==> config.mk <==
export PLATFORM = sky130hd
export DESIGN_NAME = seg7_scan_8dig
export DESIGN_NICKNAME = d
export VERILOG_FILES = /design/src/rtl/seg7_scan_8dig.sv
export SDC_FILE = /design/constraint.sdc
export NUM_CORES = 1
export LEC_CHECK = 0
export CAP_MARGIN = 25
export CORE_UTILIZATION = 25
export CTS_CLUSTER_SIZE = 16
export DETAILED_ROUTE_END_ITERATION = 12
export PLACE_DENSITY_LB_ADDON = 0.12
export RECOVER_POWER = 50
export SYNTH_ARGS = -nofsm -noshare
export SYNTH_HDL_FRONTEND = slang
export SYNTH_SLANG_ARGS = --single-unit
==> constraint.sdc <==
create_clock -name clk -period 2.8 [get_ports clk]
set_input_delay 0.84 -clock clk [delete_from_list [all_inputs] [get_ports clk]]
set_output_delay 0.84 -clock clk [all_outputs]
set_load 0.03 [all_outputs]
==> src/rtl/seg7_scan_8dig.sv <==
// Eight-digit common-anode 7-segment scanner. It takes a frame-coherent snapshot
// of the decoder latch outputs and inserts a blank gap at the start of each digit slot.
module seg7_scan_8dig #(
    parameter int SCAN_DIV  = 50000,
    parameter int BLANK_CYC = 500
) (
    input  logic       clk,
    input  logic       rst,
    input  logic [3:0] data_in_0,
    input  logic [3:0] data_in_1,
    input  logic [3:0] data_in_2,
    input  logic [3:0] data_in_3,
    input  logic [3:0] data_in_4,
    input  logic [3:0] data_in_5,
    input  logic [3:0] data_in_6,
    input  logic [3:0] data_in_7,
    input  logic [7:0] dp_in,
    input  logic [7:0] dig_en,
    output logic [7:0] an,
    output logic [6:0] seg,
    output logic       dp_n,
    output logic       frame_tick
);

    localparam int            CW       = (SCAN_DIV > 2) ? $clog2(SCAN_DIV) : 1;
    localparam logic [CW-1:0] CNT_LAST = CW'(SCAN_DIV - 1);

    logic [CW-1:0] cnt;
    logic [2:0]    idx;
    logic [3:0]    snap_data [8];
    logic [7:0]    snap_dp;
    logic [7:0]    snap_en;

    logic          slot_end;
    logic          frame_end;
    logic          in_gap;
    logic [3:0]    cur_data;
    logic          cur_en;
    logic          cur_dp;

    assign slot_end  = (cnt == CNT_LAST);
    assign frame_end = slot_end && (idx == 3'd7);
    assign cur_data  = snap_data[idx];
    assign cur_en    = snap_en[idx];
    assign cur_dp    = snap_dp[idx];

    // With no gap the comparison would be constant-false, so it is elided entirely.
    generate
        if (BLANK_CYC == 0) begin : g_no_gap
            assign in_gap = 1'b0;
        end else begin : g_gap
            assign in_gap = (cnt < CW'(BLANK_CYC));
        end
    endgenerate

    function automatic logic [6:0] glyph(input logic [3:0] v);
        logic [6:0] g;
        case (v)
            4'h0: g = 7'h40;
            4'h1: g = 7'h79;
            4'h2: g = 7'h24;
            4'h3: g = 7'h30;
            4'h4: g = 7'h19;
            4'h5: g = 7'h12;
            4'h6: g = 7'h02;
            4'h7: g = 7'h78;
            4'h8: g = 7'h00;
            4'h9: g = 7'h10;
            4'hA: g = 7'h08;
            4'hB: g = 7'h03;
            4'hC: g = 7'h46;
            4'hD: g = 7'h21;
            4'hE: g = 7'h06;
            default: g = 7'h0E;
        endcase
        return g;
    endfunction

    always_ff @(posedge clk or posedge rst) begin
        if (rst) begin
            cnt <= '0;
        end else if (slot_end) begin
            cnt <= '0;
        end else begin
            cnt <= cnt + 1'b1;
        end
    end

    // idx wraps 7 -> 0 naturally through the 3-bit width.
    always_ff @(posedge clk or posedge rst) begin
        if (rst) begin
            idx <= 3'd0;
        end else if (slot_end) begin
            idx <= idx + 3'd1;
        end
    end

    always_ff @(posedge clk or posedge rst) begin
        if (rst) begin
            for (int i = 0; i < 8; i++) begin
                snap_data[i] <= 4'h0;
            end
            snap_dp    <= 8'h00;
            snap_en    <= 8'h00;
            frame_tick <= 1'b0;
        end else begin
            frame_tick <= frame_end;
            if (frame_end) begin
                snap_data[0] <= data_in_0;
                snap_data[1] <= data_in_1;
                snap_data[2] <= data_in_2;
                snap_data[3] <= data_in_3;
                snap_data[4] <= data_in_4;
                snap_data[5] <= data_in_5;
                snap_data[6] <= data_in_6;
                snap_data[7] <= data_in_7;
                snap_dp      <= dp_in;
                snap_en      <= dig_en;
            end
        end
    end

    // Registered drivers: at most one anode can ever be low since an is a single decoded shift.
    always_ff @(posedge clk or posedge rst) begin
        if (rst) begin
            an   <= 8'hFF;
            seg  <= 7'h7F;
            dp_n <= 1'b1;
        end else if (in_gap || !cur_en) begin
            an   <= 8'hFF;
            seg  <= 7'h7F;
            dp_n <= 1'b1;
        end else begin
            an   <= ~(8'b1 << idx);
            seg  <= glyph(cur_data);
            dp_n <= ~cur_dp;
        end
    end

endmodule

**Yosys cells after proc, flatten, opt, wreduce, memory -nomap -nowiden**

Memories as Yosys holds them, arrays and structs flattened.
Cells that the tools add are included.

- Register bits: 84
- Memory bits (read-only): 112
- Input bits: 50
- Memories kept: 1

- Add/sub/neg operators: 2
- $lt $le $gt $ge: 3
- Eq/ne operators: 2
- Shift operators: 1
- Mux-type cells: 11
- Bitwise logic cells: 3
- Reductions and logical operators: 3

Memory list:

| memory | words | bits a word | rd ports | clocked after Yosys merged registers in | wr ports | line | text |
|---|---|---|---|---|---|---|---|
| (name not given) | 16 | 7 | 1 | 0 | 0 | 58 | `case (v)` |

Operator list:

| kind | count |
|---|---|
| adder 16 x 1 -> 16 bit (second input constant) | 1 |
| equality test 16 bit (second input constant) | 1 |
| less-than comparator 16 x 9 -> 1 bit (second input constant) | 1 |
| 2-to-1 mux 16 bit | 1 |
| binary-select mux 4 bit (select 3 bit) | 1 |
| 2-to-1 mux 4 bit | 2 |
| 2-to-1 mux 8 bit | 1 |
| NOT 8 bit | 1 |
| left shift 1 x 3 -> 8 bit (first input constant) | 1 |
| 2-to-1 mux 7 bit | 1 |
| binary-select mux 1 bit (select 3 bit) | 2 |
| greater-or-equal comparator 4 bit (second input constant) | 1 |
| less-than comparator 3 x 4 -> 1 bit (second input constant) | 1 |
| NOT 3 -> 4 bit | 1 |
| adder 3 x 1 -> 3 bit (second input constant) | 1 |
| equality test 3 bit (second input constant) | 1 |
| 2-to-1 mux 1 bit | 3 |
| logical AND 1 bit | 1 |
| logical NOT 1 bit | 1 |
| logical OR 1 bit | 1 |
| NOT 1 bit | 1 |

**Longest topological paths before layout**

Gate-level depths: netlist of run 1.
An unclocked memory read counts as a cell.

- Depth after elaboration: 6
- Depth in mapped cells: 10
- Gate-level depth less buffers: 9

**Worst setup path after synthesis of run 1**

Ideal clock, no wire load.

- Path kind: register -> register
- Start point: reg idx[0]
- End point: reg seg[3]
- Library setup time: 0.084 ns
- Arrival time: 2.034 ns
- Setup slack: 0.682 ns
- Stages on the path, launching flop included: 11
- Buffers on the path: 1
- Clock period less this slack: 2.118 ns
- Cells stage by stage: dfrtp_1 buf_6 mux4_2 nand2_1 and2_1 inv_1 ha_1 inv_1 nor2_1 a211oi_1 o21ai_1

- Word-level cells in the longest chain between the ends: 6

RTL lines:

| element | line | text |
|---|---|---|
| start: declaration | 29 | `logic [2:0] idx;` |
| start signal: assignment | 94 | `idx <= idx + 3'd1;` |
| NOT 3 -> 4 bit (implied by the code) | 43 | `assign cur_data = snap_data[idx];` |
| binary-select mux 4 bit (select 3 bit) | 43 |  |
| 2-to-1 mux 4 bit (implied by the code) (2 in a row) | 43 |  |
| memory read (16 x 7 bit) | -- |  |
| 2-to-1 mux 7 bit (*) | 129 | `end else if (in_gap \|\| !cur_en) begin` |
| end signal: assignment | 135 | `seg <= glyph(cur_data);` |
| end: declaration | 20 | `output logic [6:0] seg,` |

Every way passes the cells marked *; elsewhere a longest branch is shown, timed or not. The select of a mux whose other input is x is not followed.
A chain may end at the register's enable or synchronous reset.

**Worst setup path after layout of run 1**

Ends and elaborated chain as after synthesis.

==> qor.csv, run 1 <==
stage,metric,value,unit
global_route,grt_pass1_vias,2565,
floorplan,start_util,25.6,%
pwr,p_sw,0.527,mW
final_layout,area_delta_synth_final,31.0,%
clock_network,hold_buffers,0,
sta,fin_skew,9.77,ps
global_route,overflow,0,
setup_path,r2r-end,seg[3],
yosys,seq_area_frac_synth,54.5,%
setup_path,ff2ff_setup_slack,390,ps
yosys,ys_top_cells_by_area,"dfrtp_1 44%, mux2_2 12%, dfstp_2 11%",
placement,gp_congestion,0.778,
final_layout,mostFrequentLayoutCell,dfrtp_1,
placement,portBuffers,66,
pwr,power_density,506,mW/mm^2
clock_network,path_clk_slew,60,ps
final_layout,diodes,0,
pwr,p_comb_share,3.7,%
route,wl_per_cell,15.1,um
floorplan,io_pins,67,
pwr,clkPwrFrac,49.2,%
clock_network,cts_tree,built,
global_route,grt_max_degree,85,
yosys,syn_inst,288,
sta,fin_crit_sh,85.9,%
floorplan,row_count,45,
floorplan,die_w,127,um
yosys,synth_largest_area_cell,dfrtp_1,
final_layout,final_cell_mix,"68 x dfrtp_1, 65 x clkdlybuf4s50_1, 41 x mux2_2, 24 x nand2_1, 16 x dfstp_2",
clock_network,clock_sinks,84,
sta,whs,487,ps
yosys,synth-async-reset-ratio,100,%
setup_path,crit_end,seg[3],
final_layout,final_layout_size_suffix_gt1_share,26.3,%
floorplan,coreArea,0.0152,mm^2
route,post-route-drc-count,0,
yosys,synth_top_area_share,43.7,%
yosys,ys_types,45,
route,wirelength,8.34,mm
yosys,synth_edf_count,0,
setup_path,arrival,2650,ps
yosys,synthAdderAreaFrac,3.85,%
setup_path,cp-start-kind,flip-flop,
clock_network,clock-root-buffer,clkbuf_16,
yosys,synth_area,0.00389,mm^2
pwr,p_total,2.58,mW
setup_path,ff2ff_path_depth,9,
setup_path,crit_fanout,10,
clock_network,clock_insertion_delay_worst_skew,350,ps
setup_path,timing.rr.start,idx[0],
yosys,yosys_most_used_dff,dfrtp_1,
setup_path,cp-startpoint,idx[0],
sta,max_freq,0.416,GHz
yosys,synth-seq-cells,84,
global_route,track_usage,11.4,%
global_route,antenna_found_initial,0,
clock_network,clockBufferDepth,2,
floorplan,dieArea,0.0161,mm^2
setup_path,path_class,flip-flop to flip-flop,
global_route,grt_pass1_wl,13.7,mm
route,firstDrtPassIters,5,
pwr,p_leak,2.24,nW
route,detail-route-antenna-nets,0,
pwr,swShare,20.4,%
clock_network,cts_post_setup_buffers_inserted,0,
yosys,ys_warn_count,0,
sta,rsz0062_at_grt,false,
yosys,syn_nets,350,
yosys,synth_top_family_by_area,multiplexers,
min_path,min_path_type,flip-flop to flip-flop,
setup_path,critPathRequiredTime,3040,ps
pwr,power_frac_seq,47.1,%
sta,post-route-min-period,2410,ps
route,viasPerCell,4.46,
yosys,synthSimpleGateAreaFrac,8.67,%
yosys,synthMuxAreaShare,23.2,%
sta,slew_headroom,23.4,%
status,status,"complete, no violations",
final_layout,fillCellCount,1523,
setup_path,worstSetupEndpointType,flip-flop,
pwr,vdd_ir_drop_max,0.000295,V
yosys,synth_area_per_cell,13.5,um^2
clock_network,htree_levels,3,
yosys,synth-compound-area-share,3.63,%
sta,final-hold-violation-count,0,
sta,setup-tns-final,0,ps
run,maxCapViolations,0,
pwr,intPower,2.05,mW
clock_network,cts_buffers,9,
placement,hpwl,5.85,mm
yosys,synth_xor_area_share,3.15,%
final_layout,nets,422,
sta,slew_viol_final,0,
route,vias,2467,
clock_network,cts-resized-gates,0,
sta,worstMarginPinSlew,1150,ps
floorplan,dieHeight,127,um
sta,setup_viol,0,
route,drt_iter0_drc,126,
per-stage QoR:
step | util, % | cell area [um^2] | instances | worst slack, ps
2_1_floorplan | - | 3900 | 288 | 682
3_3_place_gp | 31.6 | 4800 | 537 | 402
3_5_place_dp | 31.6 | 4800 | 537 | 371
4_1_cts | 33.6 | 5110 | 553 | 348
5_1_grt | 33.6 | 5100 | 553 | 143
6_report | 33.6 | 5100 | 553 | 394
metal layers:
layer	vias up	wire, um	GRT usage, %
met5	-	0	0
met4	0	200	6.72
met1	1241	4060	15.8
met3	11	276	2.19
li1	1165	-	-
met2	50	3810	16.3
cell type report:
type | instances | area [um^2] | area share (%)
sequential | 84 | 2120 | 41.6
timing repair buffer | 73 | 726 | 14.2
clock buffer | 9 | 225 | 4.41
tap | 188 | 235 | 4.61
multi-input combinational | 180 | 1650 | 32.4
clock inverter | 7 | 91.3 | 1.79
inverter | 12 | 48.8 | 0.956
worst max-delay path, cell delays in order, from the launching register on:
cell	delay, ps
dfrtp_1	620
mux4_2	550
nand2_1	80
and2_1	270
inv_1	100
ha_1	250
inv_1	60
nor2_1	40
a211oi_1	200
o21ai_1	120
flip-flops by register name (all words and copies together) (netlist names):
register    count
snap_dp         8
frame_tick      1
dp_n            1
seg             7
idx             3
snap_data      32
an              8
snap_en         8
cnt            16
kinds of logic after synthesis:
group	count (synthesis)
buf+inv	24
xor+xnor	14
mux	66
compound gates	20
flops	84
simple gates	68
fa+ha+maj	12
power by group through the flow:
stage	Sequential, mW	Clock (mW)	Combinational [mW]
finish	1.21	1.27	0.0962
global route	1.21	1.35	0.106
CTS	1.21	1.32	0.103
detailed placement	1.24	0	0.103
global placement	1.24	0	0.103
floorplan	1.24	0	0.0183
cell usage after synthesis, types with 3 or more instances:
cell,n
nand3_1,10
nor3_1,3
a21oi_1,3
o211ai_1,5
mux2_1,9
nand2_1,24
xnor2_1,7
inv_1,12
dfstp_2,16
dfrtp_1,68
ha_1,12
buf_2,7
mux2_2,41
mux4_2,10
xor2_1,7
nor2_1,15
how the worst min path moves through the flow:
stage | from | end | slack, ps | cells past startpoint
floorplan | snap_en[2] | snap_en[2] | 450 | 1
global placement | snap_en[5] | snap_en[5] | 470 | 1
detailed placement | snap_dp[1] | snap_dp[1] | 470 | 1
CTS | snap_en[5] | snap_en[5] | 490 | 1
global route | snap_en[4] | snap_en[4] | 510 | 1
finish | snap_en[1] | snap_en[1] | 490 | 1
(Power assumes the default switching activity.)
==> run 2: changes to the inputs <==
--- a/config.mk
+++ b/config.mk
@@ -5,7 +5,7 @@
 export SDC_FILE = /design/constraint.sdc
 export NUM_CORES = 1
 export LEC_CHECK = 0
-export CAP_MARGIN = 25
+export CAP_MARGIN = 0
 export CORE_UTILIZATION = 25
 export CTS_CLUSTER_SIZE = 16
 export DETAILED_ROUTE_END_ITERATION = 12
==> results of run 2 <==
Final layout, timing and power as in run 1 (identical DEF).
